`config.mk`:
```
export PLATFORM = sky130hd
export DESIGN_NAME = fuzz_vector_sequencer_flat
export DESIGN_NICKNAME = d
export VERILOG_FILES = /design/src/rtl/fuzz_seq_pkg.sv /design/src/rtl/fuzz_vector_sequencer_if.sv /design/src/rtl/fuzz_seq_fifo.sv /design/src/rtl/fuzz_vector_sequencer.sv /design/src/flat_wrapper.sv
export SDC_FILE = /design/constraint.sdc
export NUM_CORES = 1
export LEC_CHECK = 0
export BUFFER_PORTS_ARGS = -buffer_cell sky130_fd_sc_hd__buf_2
export CORE_ASPECT_RATIO = 1.25
export CORE_UTILIZATION = 50
export DETAILED_ROUTE_END_ITERATION = 8
export PLACE_DENSITY_LB_ADDON = 0.12
export REMOVE_ABC_BUFFERS = 1
export SYNTH_ARGS = -nofsm -noshare
export SYNTH_HDL_FRONTEND = slang
export SYNTH_HIERARCHICAL = 1
export SYNTH_SLANG_ARGS = --single-unit
```
`constraint.sdc`:
```
create_clock -name clk -period 4.44 [get_ports clk]
set_input_delay 0.888 -clock clk [delete_from_list [all_inputs] [get_ports clk]]
set_output_delay 0.888 -clock clk [all_outputs]
set_load 0.005 [all_outputs]
```
`src/rtl/fuzz_seq_pkg.sv`:
```
// Shared types, constants and helper functions for the fuzz vector sequencer.
package fuzz_seq_pkg;

  typedef enum logic [1:0] {
    IDLE = 2'd0,
    RUN  = 2'd1,
    WAIT = 2'd2,
    DONE = 2'd3
  } seq_state_e;

  localparam logic [31:0] MISR_POLY = 32'h04C1_1DB7;
  localparam logic [31:0] MISR_SEED = 32'hFFFF_FFFF;

  // Widest DUT output bus the fold helper accepts; narrower buses are
  // zero-extended by the caller, which also zero-pads the top chunk.
  localparam int FOLD_MAX_W = 1024;

  // XOR of all 32-bit chunks of the (zero-extended) DUT output bus.
  function automatic logic [31:0] fold(input logic [FOLD_MAX_W-1:0] bus);
    logic [31:0] acc;
    acc = '0;
    for (int i = 0; i < FOLD_MAX_W / 32; i++) begin
      acc = acc ^ bus[i*32 +: 32];
    end
    return acc;
  endfunction

  // One MISR step: shift left, conditionally apply the polynomial, mix in data.
  function automatic logic [31:0] misr_step(input logic [31:0] sig,
                                            input logic [31:0] data);
    return {sig[30:0], 1'b0} ^ (sig[31] ? MISR_POLY : 32'h0) ^ data;
  endfunction

endpackage

```
`src/rtl/fuzz_vector_sequencer_if.sv`:
```
// Host vector stream and DUT drive/observe bus of the fuzz vector sequencer.
// master = host/harness side, slave = sequencer side.
interface fuzz_vector_sequencer_if #(
  parameter int IN_W  = 62,
  parameter int OUT_W = 192
);

  logic             vec_valid;
  logic [IN_W-1:0]  vec_data;
  logic             vec_last;
  logic             vec_ready;
  logic [IN_W-1:0]  dut_in;
  logic [OUT_W-1:0] dut_out;

  modport master (
    output vec_valid, vec_data, vec_last, dut_out,
    input  vec_ready, dut_in
  );

  modport slave (
    input  vec_valid, vec_data, vec_last, dut_out,
    output vec_ready, dut_in
  );

endinterface

```
`src/rtl/fuzz_seq_fifo.sv`:
```
// Synchronous FIFO with registered full/empty flags. A push is refused while
// full_q is set even if a pop happens in the same cycle, so the full flag seen
// by the host is always a clean flop output.
module fuzz_seq_fifo #(
  parameter int WIDTH = 63,
  parameter int DEPTH = 16
) (
  input  logic             clk,
  input  logic             rst,
  input  logic             wr_en,
  input  logic [WIDTH-1:0] wr_data,
  output logic             full,
  input  logic             rd_en,
  output logic [WIDTH-1:0] rd_data,
  output logic             empty
);

  localparam int AW = $clog2(DEPTH);
  localparam logic [AW:0] DEPTH_CNT = (AW+1)'(DEPTH);

  logic [WIDTH-1:0] mem_q [DEPTH];
  logic [AW-1:0]    wr_ptr_q, wr_ptr_d;
  logic [AW-1:0]    rd_ptr_q, rd_ptr_d;
  logic [AW:0]      count_q, count_d;
  logic             full_q, full_d;
  logic             empty_q, empty_d;
  logic             push, pop;

  assign push    = wr_en && !full_q;
  assign pop     = rd_en && !empty_q;
  assign full    = full_q;
  assign empty   = empty_q;
  assign rd_data = mem_q[rd_ptr_q];

  // Pointer, occupancy and flag next-state; flags derive from the next count.
  always_comb begin
    wr_ptr_d = wr_ptr_q;
    rd_ptr_d = rd_ptr_q;
    count_d  = count_q;
    if (push) wr_ptr_d = wr_ptr_q + 1'b1;
    if (pop)  rd_ptr_d = rd_ptr_q + 1'b1;
    case ({push, pop})
      2'b10:   count_d = count_q + 1'b1;
      2'b01:   count_d = count_q - 1'b1;
      default: count_d = count_q;
    endcase
    full_d  = (count_d == DEPTH_CNT);
    empty_d = (count_d == '0);
  end

  // Control state registers; reset empties the buffer.
  always_ff @(posedge clk or posedge rst) begin
    if (rst) begin
      wr_ptr_q <= '0;
      rd_ptr_q <= '0;
      count_q  <= '0;
      full_q   <= 1'b0;
      empty_q  <= 1'b1;
    end else begin
      wr_ptr_q <= wr_ptr_d;
      rd_ptr_q <= rd_ptr_d;
      count_q  <= count_d;
      full_q   <= full_d;
      empty_q  <= empty_d;
    end
  end

  // Storage array; contents are don't-care while empty, so no reset.
  always_ff @(posedge clk) begin
    if (push) mem_q[wr_ptr_q] <= wr_data;
  end

endmodule

```
`src/rtl/fuzz_vector_sequencer.sv`:
```
// Fuzz vector sequencer: buffers host vectors, applies each to the DUT input
// bus for HOLD_CYC cycles, samples the DUT output at the end of each hold and
// compresses the samples into a 32-bit MISR signature.
// Optional macro FUZZ_SEQ_OBS_EN adds obs_valid/obs_data, a one-cycle pulse
// carrying each sampled dut_out value.
module fuzz_vector_sequencer
  import fuzz_seq_pkg::*;
#(
  parameter int IN_W     = 62,
  parameter int OUT_W    = 192,
  parameter int DEPTH    = 16,
  parameter int HOLD_CYC = 1
) (
  input  logic                    clk,
  input  logic                    rst,
  input  logic                    start,
  fuzz_vector_sequencer_if.slave  bus,
  output logic                    busy,
  output logic                    done,
  output logic [15:0]             vec_count,
  output logic [31:0]             signature
`ifdef FUZZ_SEQ_OBS_EN
  ,
  output logic                    obs_valid,
  output logic [OUT_W-1:0]        obs_data
`endif
);

  localparam int CNT_W = (HOLD_CYC > 1) ? $clog2(HOLD_CYC) : 1;
  localparam logic [CNT_W-1:0] HOLD_LAST = CNT_W'(HOLD_CYC - 1);

  seq_state_e       state_q, state_d;
  logic [IN_W-1:0]  dut_in_q, dut_in_d;
  logic             last_q, last_d;
  logic [CNT_W-1:0] hold_q, hold_d;
  logic [31:0]      sig_q, sig_d;
  logic [15:0]      cnt_q, cnt_d;
  logic             load;
  logic             capture;

  logic             fifo_full;
  logic             fifo_empty;
  logic             fifo_pop;
  logic [IN_W:0]    fifo_rd;

  fuzz_seq_fifo #(
    .WIDTH (IN_W + 1),
    .DEPTH (DEPTH)
  ) u_fifo (
    .clk     (clk),
    .rst     (rst),
    .wr_en   (bus.vec_valid),
    .wr_data ({bus.vec_last, bus.vec_data}),
    .full    (fifo_full),
    .rd_en   (fifo_pop),
    .rd_data (fifo_rd),
    .empty   (fifo_empty)
  );

  assign bus.vec_ready = !fifo_full;
  assign bus.dut_in    = dut_in_q;
  assign busy          = (state_q == RUN) || (state_q == WAIT);
  assign done          = (state_q == DONE);
  assign vec_count     = cnt_q;
  assign signature     = sig_q;

  // Next-state logic: start handling, hold counting, capture and vector loads.
  always_comb begin
    state_d  = state_q;
    dut_in_d = dut_in_q;
    last_d   = last_q;
    hold_d   = hold_q;
    sig_d    = sig_q;
    cnt_d    = cnt_q;
    load     = 1'b0;
    capture  = 1'b0;
    fifo_pop = 1'b0;

    case (state_q)
      IDLE, DONE: begin
        if (start) begin
          sig_d = MISR_SEED;
          cnt_d = '0;
          if (!fifo_empty) load = 1'b1;
          else             state_d = WAIT;
        end
      end
      RUN: begin
        if (hold_q == HOLD_LAST) begin
          capture = 1'b1;
          sig_d   = misr_step(sig_q, fold(FOLD_MAX_W'(bus.dut_out)));
          if (cnt_q != 16'hFFFF) cnt_d = cnt_q + 16'd1;
          if (last_q)           state_d = DONE;
          else if (!fifo_empty) load = 1'b1;
          else                  state_d = WAIT;
        end else begin
          hold_d = hold_q + 1'b1;
        end
      end
      WAIT: begin
        if (!fifo_empty) load = 1'b1;
      end
      default: state_d = IDLE;
    endcase

    if (load) begin
      fifo_pop = 1'b1;
      dut_in_d = fifo_rd[IN_W-1:0];
      last_d   = fifo_rd[IN_W];
      hold_d   = '0;
      state_d  = RUN;
    end
  end

  // Sequencer state registers; reset aborts any run in progress.
  always_ff @(posedge clk or posedge rst) begin
    if (rst) begin
      state_q  <= IDLE;
      dut_in_q <= '0;
      last_q   <= 1'b0;
      hold_q   <= '0;
      sig_q    <= MISR_SEED;
      cnt_q    <= '0;
    end else begin
      state_q  <= state_d;
      dut_in_q <= dut_in_d;
      last_q   <= last_d;
      hold_q   <= hold_d;
      sig_q    <= sig_d;
      cnt_q    <= cnt_d;
    end
  end

`ifdef FUZZ_SEQ_OBS_EN
  logic             obs_valid_q, obs_valid_d;
  logic [OUT_W-1:0] obs_data_q, obs_data_d;

  assign obs_valid = obs_valid_q;
  assign obs_data  = obs_data_q;

  // Trace output: one-cycle pulse carrying each captured dut_out sample.
  always_comb begin
    obs_valid_d = capture;
    obs_data_d  = obs_data_q;
    if (capture) obs_data_d = bus.dut_out;
  end

  // Trace output registers.
  always_ff @(posedge clk or posedge rst) begin
    if (rst) begin
      obs_valid_q <= 1'b0;
      obs_data_q  <= '0;
    end else begin
      obs_valid_q <= obs_valid_d;
      obs_data_q  <= obs_data_d;
    end
  end
`endif

endmodule

```
`src/flat_wrapper.sv`:
```
// flat-port wrapper written by rule: the top's interface ports become plain ports
module fuzz_vector_sequencer_flat import fuzz_seq_pkg::*;
#(
  parameter int IN_W     = 62,
  parameter int OUT_W    = 192,
  parameter int DEPTH    = 16,
  parameter int HOLD_CYC = 1
)
  (clk, rst, start, busy, done, vec_count, signature, bus_vec_valid, bus_vec_data, bus_vec_last, bus_dut_out, bus_vec_ready, bus_dut_in);
  fuzz_vector_sequencer_if #(.IN_W(IN_W), .OUT_W(OUT_W)) bus_i ();
  input  logic clk;
  input  logic rst;
  input  logic start;
  output logic busy;
  output logic done;
  output logic [15:0] vec_count;
  output logic [31:0] signature;
  input wire logic [$bits(bus_i.vec_valid)-1:0] bus_vec_valid;
  input wire logic [$bits(bus_i.vec_data)-1:0] bus_vec_data;
  input wire logic [$bits(bus_i.vec_last)-1:0] bus_vec_last;
  input wire logic [$bits(bus_i.dut_out)-1:0] bus_dut_out;
  output wire logic [$bits(bus_i.vec_ready)-1:0] bus_vec_ready;
  output wire logic [$bits(bus_i.dut_in)-1:0] bus_dut_in;
  assign bus_i.vec_valid = bus_vec_valid;
  assign bus_i.vec_data = bus_vec_data;
  assign bus_i.vec_last = bus_vec_last;
  assign bus_i.dut_out = bus_dut_out;
  assign bus_vec_ready = bus_i.vec_ready;
  assign bus_dut_in = bus_i.dut_in;
  fuzz_vector_sequencer #(.IN_W(IN_W), .OUT_W(OUT_W), .DEPTH(DEPTH), .HOLD_CYC(HOLD_CYC)) u_core (.clk(clk), .rst(rst), .start(start), .bus(bus_i), .busy(busy), .done(done), .vec_count(vec_count), .signature(signature));
endmodule
```
==> metrics.cfg, run 1 <==
[outcome]
outcome = complete, no violations

[sta]
slew_violations = 0
worst_slew_pin_slew_ns = 1.23
relSlewSlack_pct = 17.9
rsz0062_at_grt = no
hold_viol = 0
fin_crit_sh_pct = 84.6
max_freq_ghz = 0.266
final.min_clock_period_ns = 3.76
fin_skew_ns = 0.0199
setup_viol = 0

[worst_setup_path]
arrival_ns = 4.32
cp-end-kind = flip-flop
path_cells = inv_1 > ha_1 > a211oi_1 > nor3_2 > buf_4 > nand2b_4 > inv_2 > nand2_1 > xnor2_1 > ha_1 > a21oi_1 > or3_4 > a2111o_1 > a31o_1 > nor4b_2
critical-path-top-delay-family = simple AND/OR/NAND/NOR gates
start_kind = flip-flop
r2r_cells = 15
crit_required_ns = 5.01
cpPeakStageDelay_ns = 0.43
setup.worst_path.class = reg -> reg
r2r-start = u_core/state_q[1]$_DFFE_PP0P_
cpMostUsedCell = ha_1
worstReg2RegEnd = u_core/u_fifo/full$_DFF_PP0_
cpMaxStageDelayCell = a2111o_1
cp_max_fo = 12
timing.critical_path.buf_inv = 3
r2r_setup_slack_ns = 0.68

[clock_tree]
cts.sinks = 1136
post_cts_buffers = 0
ctsHoldBuffers = 0
clk_pin_slew_ns = 0.06
cts-resized-gates = 0
clkLatencyLatePin_ns = 0.68
numCtsBuffers = 107
clock_path_buffers = 3
cts_tree = done
htree_levels = 3
root_buffer = clkbuf_16

[synth]
synthFlopType = edfxtp_1
synth-edff-count = 1008
yosysSeqAreaShare_pct = 74.3
synth_area_leaders = edfxtp_1 (67%), mux4_2 (16%), dfrtp_1 (5.3%), xnor2_1 (3.3%), dfstp_2 (1.9%)
ys_warn_count = 6
avgSynthCellArea_um2 = 22.2
synthCells = 2029
synth_top_area_cell = edfxtp_1
synth_top_area_share_pct = 67.1
synth_cell_type_count = 55
synth_top_cells_by_count = edfxtp_1 (1008), mux4_2 (315), xnor2_1 (171)
async_flop_share_pct = 11.3
syn_area_mm2 = 0.0451
synth.most_common_cell = edfxtp_1
synth-seq-cells = 1136

[route]
post_drt_via_cell_ratio = 5.77
wl_per_cell_um = 27.2
firstDrtPassIters = 5
via_count = 21600
drt-initial-drc-count = 1393
ant_nets = 0
drcViolationCount = 0
wirelength_um = 102000

[die]
die_y_um = 338
coreArea_mm2 = 0.0890
start_util_pct = 50.7
num_rows = 122
die_w_um = 271
ioPinCount = 372
die_area_mm2 = 0.0914

[global_routing]
grt_pass1_vias = 23300
overflow = 0
grt_pass1_wl_um = 153000
grt.busiest_layer = met2
use_met2_pct = 41.7
grt_use_met3_pct = 3.48
antenna_found_initial = 15
grtUsageMet1_pct = 28.2
grt_max_degree = 125
grtUsageTotal_pct = 22.9

[power_and_ir_drop]
cellPowerDensity_mw_per_mm2 = 651
peakVddDrop_v = 0.000412
power_leakage_nw = 17.4

[layout]
fin_cells = 3748
drive_above_1_share_pct = 40.4
fin_nets = 2741
final_cell_area_mm2 = 0.0522
fill_cells = 6482
area_delta_synth_final_pct = 15.8

[place]
gp_congestion = 0.873
dp.cells = 3540
placed_area_mm2 = 0.0487
io_buffers = 371
dp_hpwl_um = 61300

[flow_run]
maxCapViolCount = 0

[min_path]
hp-class = in -> async

kinds of logic (layout without fill, tap and decap cells):
group | Yosys count | in the layout | share of synthesized area, %
AO/OA/AOI/OAI | 61 | 61 | 1.11
multiplexers | 381 | 381 | 17.4
adder cells (fa/ha/maj) | 11 | 11 | 0.305
buffers and inverters | 108 | 643 | 1.11
flip-flops | 1136 | 1136 | 74.3
other | 0 | 6 | 0
XOR/XNOR | 223 | 223 | 4.33
AND/OR/NAND/NOR | 109 | 109 | 1.41
routing by layer:
layer / wire [µm] / part of all wire (%)
met3: 5010 / 4.9
met5: 64 / 0.063
met1: 39400 / 39
met2: 55300 / 54
met4: 2380 / 2.3
layout make-up:
cell class                      instances  area, µm²  area share (%)
Sequential cell                      1136      33500            64.2
Tap cell                             1178       1470            2.82
Multi-Input combinational cell        785      11100            21.3
Clock inverter                         47        452           0.865
Inverter                               15       61.3           0.117
Antenna cell                            6       15.0          0.0288
Timing Repair Buffer                  426       2510            4.80
Clock buffer                          155       3050            5.84
registers in the layout, summed over array words and instances, names as in the netlist:
register,cells
u_core/u_fifo/empty,1
u_core/bus.dut_in,62
u_core/signature,32
u_core/u_fifo/wr_ptr_q,4
u_core/u_fifo/mem_q,1008
u_core/u_fifo/count_q,5
u_core/u_fifo/full,1
u_core/state_q,2
u_core/u_fifo/rd_ptr_q,4
u_core/last_q,1
u_core/vec_count,16
power breakdown:
group | switching (mW) | internal [mW] | total, mW
sequential | 1.02 | 13.4 | 14.4
combinational | 5.10 | 5.51 | 10.6
clock | 3.84 | 5.18 | 9.02
total | 9.95 | 24.0 | 34.0
metrics by stage:
step                setup TNS [ns]  setup slack, ns  total power [mW]  hold WS, ns  utilization, %
finish                           0            0.685              34.0        0.327            58.7
global route                     0            0.536              35.6        0.369            58.6
CTS                              0            0.776              34.5        0.310            58.6
detailed placement               0            0.780              25.4        0.476            54.7
global placement                 0             1.02              25.2        0.469            54.7
floorplan                  -465.93            -6.80              21.3        0.446               -
worst max path at each step:
| stage | start | to | depth (start not counted) |
|---|---|---|---|
| floorplan | u_core/u_fifo/rd_ptr_q[0]$_DFFE_PP0P_ | u_core/last_q$_DFFE_PP0P_ | 4 |
| global placement | start | u_core/u_fifo/full$_DFF_PP0_ | 14 |
| detailed placement | start | u_core/u_fifo/full$_DFF_PP0_ | 14 |
| CTS | u_core/state_q[1]$_DFFE_PP0P_ | u_core/u_fifo/full$_DFF_PP0_ | 15 |
| global route | u_core/state_q[1]$_DFFE_PP0P_ | u_core/u_fifo/full$_DFF_PP0_ | 15 |
| finish | u_core/state_q[1]$_DFFE_PP0P_ | u_core/u_fifo/full$_DFF_PP0_ | 15 |
worst register-to-register path, delay by kind of cell, from the launching register on:
kind | cells | cell delay, ns
xor gates and xnor gates | 1 | 0.18
AOI/OAI and AO/OA | 4 | 0.95
buffers and inverters | 3 | 0.43
and+or+nand+nor | 5 | 1.07
adders and majority gates | 2 | 0.63
DFF | 1 | 0.41
layout by cell type, fill, tap and decap left out, types with 3 or more instances in the layout:
cell,synthesis,routed
o22a_1,32,32
diode_2,0,6
nand2_1,24,24
clkbuf_8,0,19
nor3b_1,4,4
a211o_1,3,3
a21oi_1,5,5
buf_12,0,19
clkbuf_16,0,107
mux2_2,65,65
o21ai_0,5,5
nor4_1,5,5
nand3_1,9,9
dfrtp_1,95,91
clkbuf_1,48,29
and3_1,5,5
clkinv_1,1,12
nand4_1,5,5
and2_4,0,16
a211oi_1,3,3
nor2_1,18,18
clkinv_2,0,19
mux4_2,315,315
ha_1,11,11
xnor2_1,171,171
dfstp_2,33,33
dfrtp_4,0,4
nor2b_1,3,3
buf_4,0,36
bufinv_16,0,7
buf_2,29,371
edfxtp_1,1008,1008
inv_1,13,12
inv_6,0,4
nor3_1,4,3
xor2_1,52,52
Note: power is estimated with default switching activity, not from simulation.
==> inputs of run 2 (changes only) <==
==> constraint.sdc (replaced) <==
create_clock -name clk -period 3.3 [get_ports clk]
set_input_delay 0.66 -clock clk [delete_from_list [all_inputs] [get_ports clk]]
set_output_delay 0.66 -clock clk [all_outputs]
set_load 0.005 [all_outputs]
==> run 2 against run 1 <==
  * Count of clock-buffer cells in the layout down 13
  * Die area unchanged
  * Via count up 2.4%
  * Critical endpoint unchanged
==> metrics.cfg, run 2 (same netlist as run 1, synthesis figures left out) <==
[outcome]
outcome = complete, no violations

[place]
dp_hpwl_um = 65100
io_buffers = 371
dp.cells = 3586
gp_congestion = 0.864
placed_area_mm2 = 0.0494
pre_cts_slack_ns = 0.0394

[sta]
fin_skew_ns = 0.0235
fin_crit_sh_pct = 97.7
worst_slew_pin_slew_ns = 0.850
slew_violations = 0
timing.final.ws_setup_ns = 0.0774
final.min_clock_period_ns = 3.22
hold_viol = 0
relSlewSlack_pct = 43.3
setup_viol = 0
max_freq_ghz = 0.310

[power_and_ir_drop]
peakVddDrop_v = 0.000598
power_leakage_nw = 17.9
cellPowerDensity_mw_per_mm2 = 886

[worst_setup_path]
start_kind = flip-flop
cp_max_fo = 5
cp-end-kind = flip-flop
setup.worst_path.class = reg -> reg
arrival_ns = 3.80
crit_required_ns = 3.88

[die]
die_y_um = 338
num_rows = 122
die_area_mm2 = 0.0914
ioPinCount = 372
start_util_pct = 50.7
die_w_um = 271
coreArea_mm2 = 0.0890

[route]
drcViolationCount = 0
firstDrtPassIters = 5
post_drt_via_cell_ratio = 5.84
wirelength_um = 107000
via_count = 22200
ant_nets = 0
drt-initial-drc-count = 1631
wl_per_cell_um = 28.2

[global_routing]
antenna_found_initial = 15
grt_max_degree = 58
grt_pass1_vias = 23600
overflow = 0
grt_pass1_wl_um = 158000
grtUsageTotal_pct = 23.9

[clock_tree]
root_buffer = clkbuf_16
cts.sinks = 1136
clkLatencyLatePin_ns = 0.68
htree_levels = 3
clock_path_buffers = 3
numCtsBuffers = 108
clk_pin_slew_ns = 0.06
cts_tree = done

[layout]
area_delta_synth_final_pct = 18.0
largest_reg_flops = 1008
final_cell_area_mm2 = 0.0532
mostFrequentLayoutCell = edfxtp_1
drive_above_1_share_pct = 42.0
top_register = u_core/u_fifo/mem_q
mostFrequentLayoutCells = edfxtp_1 (1008), buf_2 (371), mux4_2 (315)
fin_cells = 3797
regArea_mm2 = 0.0335
fin_nets = 2792
fill_cells = 6390
multi_input_area_mm2 = 0.0112

[flow_run]
maxCapViolCount = 0

[min_path]
hp-class = in -> async

## run 2: timing repair
action	in CTS	in global routing
gates resized for setup	0	15
hold buffers	0	0
endpoints found under the setup margin	0	2
buffers inserted	0	4
## run 2: metal layers
metal  share of wire (%)  track usage [%]
met4                 2.1             6.79
met3                 5.4             3.42
met2                  54             42.9
met5               0.022                0
met1                  39             30.4
## run 2: stage by stage
step	util, %	setup TNS, ns	power (mW)	hold slack, ns
after global routing	59.8	-0.0242	49.2	0.121
after global placement	55.5	0	34.5	0.475
after CTS	59.7	0	47.6	0.0828
final	59.8	0	47.1	0.0838
after detailed placement	55.5	0	34.8	0.478
after floorplan	-	-605.37	27.3	0.446
## run 2: worst paths after layout
path / start / to / slack [ns] / cells past startpoint
max: u_core/state_q[1]$_DFFE_PP0P_ / u_core/u_fifo/full$_DFF_PP0_ / 0.08 / 15
min reg2reg: u_core/u_fifo/count_q[4]$_DFF_PP0_ / u_core/u_fifo/count_q[4]$_DFF_PP0_ / 0.48 / 1
max reg2reg: u_core/state_q[1]$_DFFE_PP0P_ / u_core/u_fifo/full$_DFF_PP0_ / 0.08 / 15
min in group clk: bus_vec_data[50] / u_core/u_fifo/mem_q[13][50]$_DFFE_PP_ / 0.35 / 1
max in group asynchronous: rst / u_core/signature[23]$_DFFE_PP1P_ / 2.48 / 3
min: rst / u_core/bus.dut_in[37]$_DFFE_PP0P_ / 0.08 / 2
## run 2: critical path, stage by stage, from the launching register on
cell	delay [ns]
dfrtp_2	0.44
ha_4	0.27
inv_2	0.08
nor2_4	0.04
nor3_4	0.23
buf_6	0.15
nand2b_4	0.06
inv_2	0.07
nand2_2	0.06
xnor2_1	0.18
ha_2	0.26
a21oi_2	0.06
or3_4	0.37
a2111o_1	0.37
a31o_1	0.22
nor4b_2	0.27
## run 2: cell type report
class	count	share of cell area (%)
Antenna cell	2	0.00941
Clock buffer	142	5.51
Clock inverter	63	1.43
Inverter	15	0.115
Multi-Input combinational cell	785	21.0
Sequential cell	1136	63.0
Tap cell	1178	2.77
Timing Repair Buffer	476	6.15
## run 2: power by group
group / leakage (nW) / total, mW / switching [mW] / internal [mW]
clock: 1.81 / 12.8 / 5.22 / 7.59
sequential: 10.6 / 19.2 / 1.26 / 18.0
combinational: 5.49 / 15.1 / 7.21 / 7.86
==> inputs of run 3 (changes only) <==
==> constraint.sdc (replaced) <==
create_clock -name clk -period 3.3 [get_ports clk]
set_input_delay 0.33 -clock clk [delete_from_list [all_inputs] [get_ports clk]]
set_output_delay 0.33 -clock clk [all_outputs]
set_load 0.005 [all_outputs]
==> run 3 against run 2 <==
  * Design area is essentially flat
  * Clock skew shrank 0.0050 ns
  * Total power shrank 1.8%
  * Non-clock buffer count grew 20
  * Sequential power is essentially flat
  * Sequential share of layout area is essentially flat
  * Cell count grew 0.47%
  * Highest routed layer unchanged
==> metrics.cfg, run 3 (same netlist as run 1, synthesis figures left out) <==
[worst_setup_path]
cpPeakStageDelay_ns = 0.40
setup.worst_path.class = reg -> reg
worstReg2RegEnd = u_core/u_fifo/full$_DFF_PP0_
arrival_ns = 3.73
r2r-start = u_core/state_q[0]$_DFFE_PP0P_
cpMostUsedCell = inv_2
r2r_setup_slack_ns = 0.16
crit_required_ns = 3.89
cp-end-kind = flip-flop
cp_max_fo = 4
path_cells = inv_2 > ha_4 > inv_1 > nor2_1 > nor3_4 > nand2b_4 > inv_2 > nand2_2 > xnor2_2 > ha_2 > buf_4 > nor4b_1 > a31oi_1 > a221oi_2 > xor2_1 > nor4b_2
start_kind = flip-flop
cpMaxStageDelayCell = dfrtp_1
r2r_cells = 16

[sta]
setup_viol = 0
final.min_clock_period_ns = 3.14
hold_viol = 0
worst_hold_slack_ns = 0.0327
relSlewSlack_pct = 46.0
timing.final.ws_setup_ns = 0.160
fin_crit_sh_pct = 95.2
slew_violations = 0
worst_slew_pin_slew_ns = 0.811
fin_skew_ns = 0.0185
max_freq_ghz = 0.318

[clock_tree]
clk_pin_slew_ns = 0.06
numCtsBuffers = 108
root_buffer = clkbuf_16
cts.sinks = 1136
htree_levels = 3
clkLatencyLatePin_ns = 0.68
clock_path_buffers = 3
cts_tree = done

[layout]
utilization_pct = 59.8
largest_reg_flops = 1008
top_register = u_core/u_fifo/mem_q
mostFrequentLayoutCell = edfxtp_1
fill_cells = 6374
mostFrequentLayoutCells = edfxtp_1 (1008), buf_2 (371), mux4_2 (315)
drive_above_1_share_pct = 40.4
fin_nets = 2812
area_delta_synth_final_pct = 18.0
fin_cells = 3815

[place]
dp_hpwl_um = 62200
gp_congestion = 0.873
io_buffers = 371
dp.cells = 3563
pre_cts_slack_ns = 0.0404

[global_routing]
use_met2_pct = 42.7
grtUsageMet1_pct = 28.6
antenna_found_initial = 14
grtUsageTotal_pct = 23.5
overflow = 0
grt_use_met3_pct = 3.67
grt_max_degree = 67
grt.busiest_layer = met2
grt_pass1_vias = 23400
grt_pass1_wl_um = 155000

[route]
post_drt_via_cell_ratio = 5.75
wl_per_cell_um = 27.5
drt-initial-drc-count = 1380
wirelength_um = 105000
ant_nets = 0
via_count = 21900
drcViolationCount = 0
firstDrtPassIters = 5

[outcome]
outcome = complete, no violations

[die]
ioPinCount = 372
die_y_um = 338
coreArea_mm2 = 0.0890
die_area_mm2 = 0.0914
num_rows = 122
die_w_um = 271
start_util_pct = 50.7

[min_path]
whs_endpoint = u_core/u_fifo/mem_q[14][47]$_DFFE_PP_
hp-class = in -> reg
hp-start = bus_vec_data[47]
whs_path_depth = 1

[flow_run]
maxCapViolCount = 0

[power_and_ir_drop]
power_leakage_nw = 17.8
p_total_mw = 46.3
cellPowerDensity_mw_per_mm2 = 870
peakVddDrop_v = 0.000937

==> run 3: changes by cell type in the layout (fill, tap and decap cells not counted), sizes merged <==
cell	previous run	this run
dlygate4sd3	0	44
buf	476	452
diode	2	4
clkbuf	142	156
inv	16	17
clkinv	43	32
bufinv	17	9
==> run 3: area by class of cell <==
class | count | area [µm²] | share of cell area (%)
repair buffers | 496 | 3430 | 6.45
clock inverters | 45 | 523 | 0.983
flip-flops and latches | 1136 | 33500 | 63.0
diodes | 4 | 10.0 | 0.0188
clock buffers | 156 | 3010 | 5.66
multi-input cells | 785 | 11200 | 21.0
well taps | 1178 | 1470 | 2.77
inverters | 15 | 61.3 | 0.115
==> run 3: how the worst max path moves through the flow <==
stage	from	end	slack (ns)
after global placement	u_core/state_q[0]$_DFFE_PP0P_	u_core/u_fifo/full$_DFF_PP0_	0.15
after detailed placement	u_core/state_q[0]$_DFFE_PP0P_	u_core/u_fifo/full$_DFF_PP0_	0.04
after floorplan	u_core/u_fifo/rd_ptr_q[0]$_DFFE_PP0P_	u_core/last_q$_DFFE_PP0P_	-7.94
after CTS	u_core/state_q[0]$_DFFE_PP0P_	u_core/u_fifo/full$_DFF_PP0_	0.04
final	u_core/state_q[0]$_DFFE_PP0P_	u_core/u_fifo/full$_DFF_PP0_	0.16
after global routing	u_core/state_q[0]$_DFFE_PP0P_	u_core/u_fifo/full$_DFF_PP0_	-0.05
==> run 3: layer usage <==
layer	part of all wire (%)	wire (µm)
met1	38	39800
met2	54	56600
met3	5.2	5480
met4	2.9	3010
met5	0.072	76
==> run 3: repair_timing <==
item | in CTS | in global routing
hold endpoints to repair | 565 | 0
endpoints found under the setup margin | 0 | 2
setup buffers | 0 | 3
gates resized for setup | 0 | 11
hold buffers | 44 | 0
==> run 3: report_power, final <==
part,switching [mW],internal [mW]
Clock,5.17,7.06
Combinational,7.11,7.77
Sequential,1.19,18.0
==> run 3: stage by stage <==
step           area, µm²  setup TNS (ns)
3_3_place_gp       49100               0
4_1_cts            53100               0
2_1_floorplan      44600         -552.50
6_report           53200               0
3_5_place_dp       49100               0
5_1_grt            53200         -0.0474
==> run 3: worst max-delay path: cells and delay by family, from the launching register on <==
family,cells,cell delay (ns)
buffers and inverters,4,0.34
AND/OR/NAND/NOR,6,1.04
adder cells (fa/ha/maj),2,0.44
AO/OA/AOI/OAI,2,0.39
XOR/XNOR,2,0.45
flip-flops,1,0.40
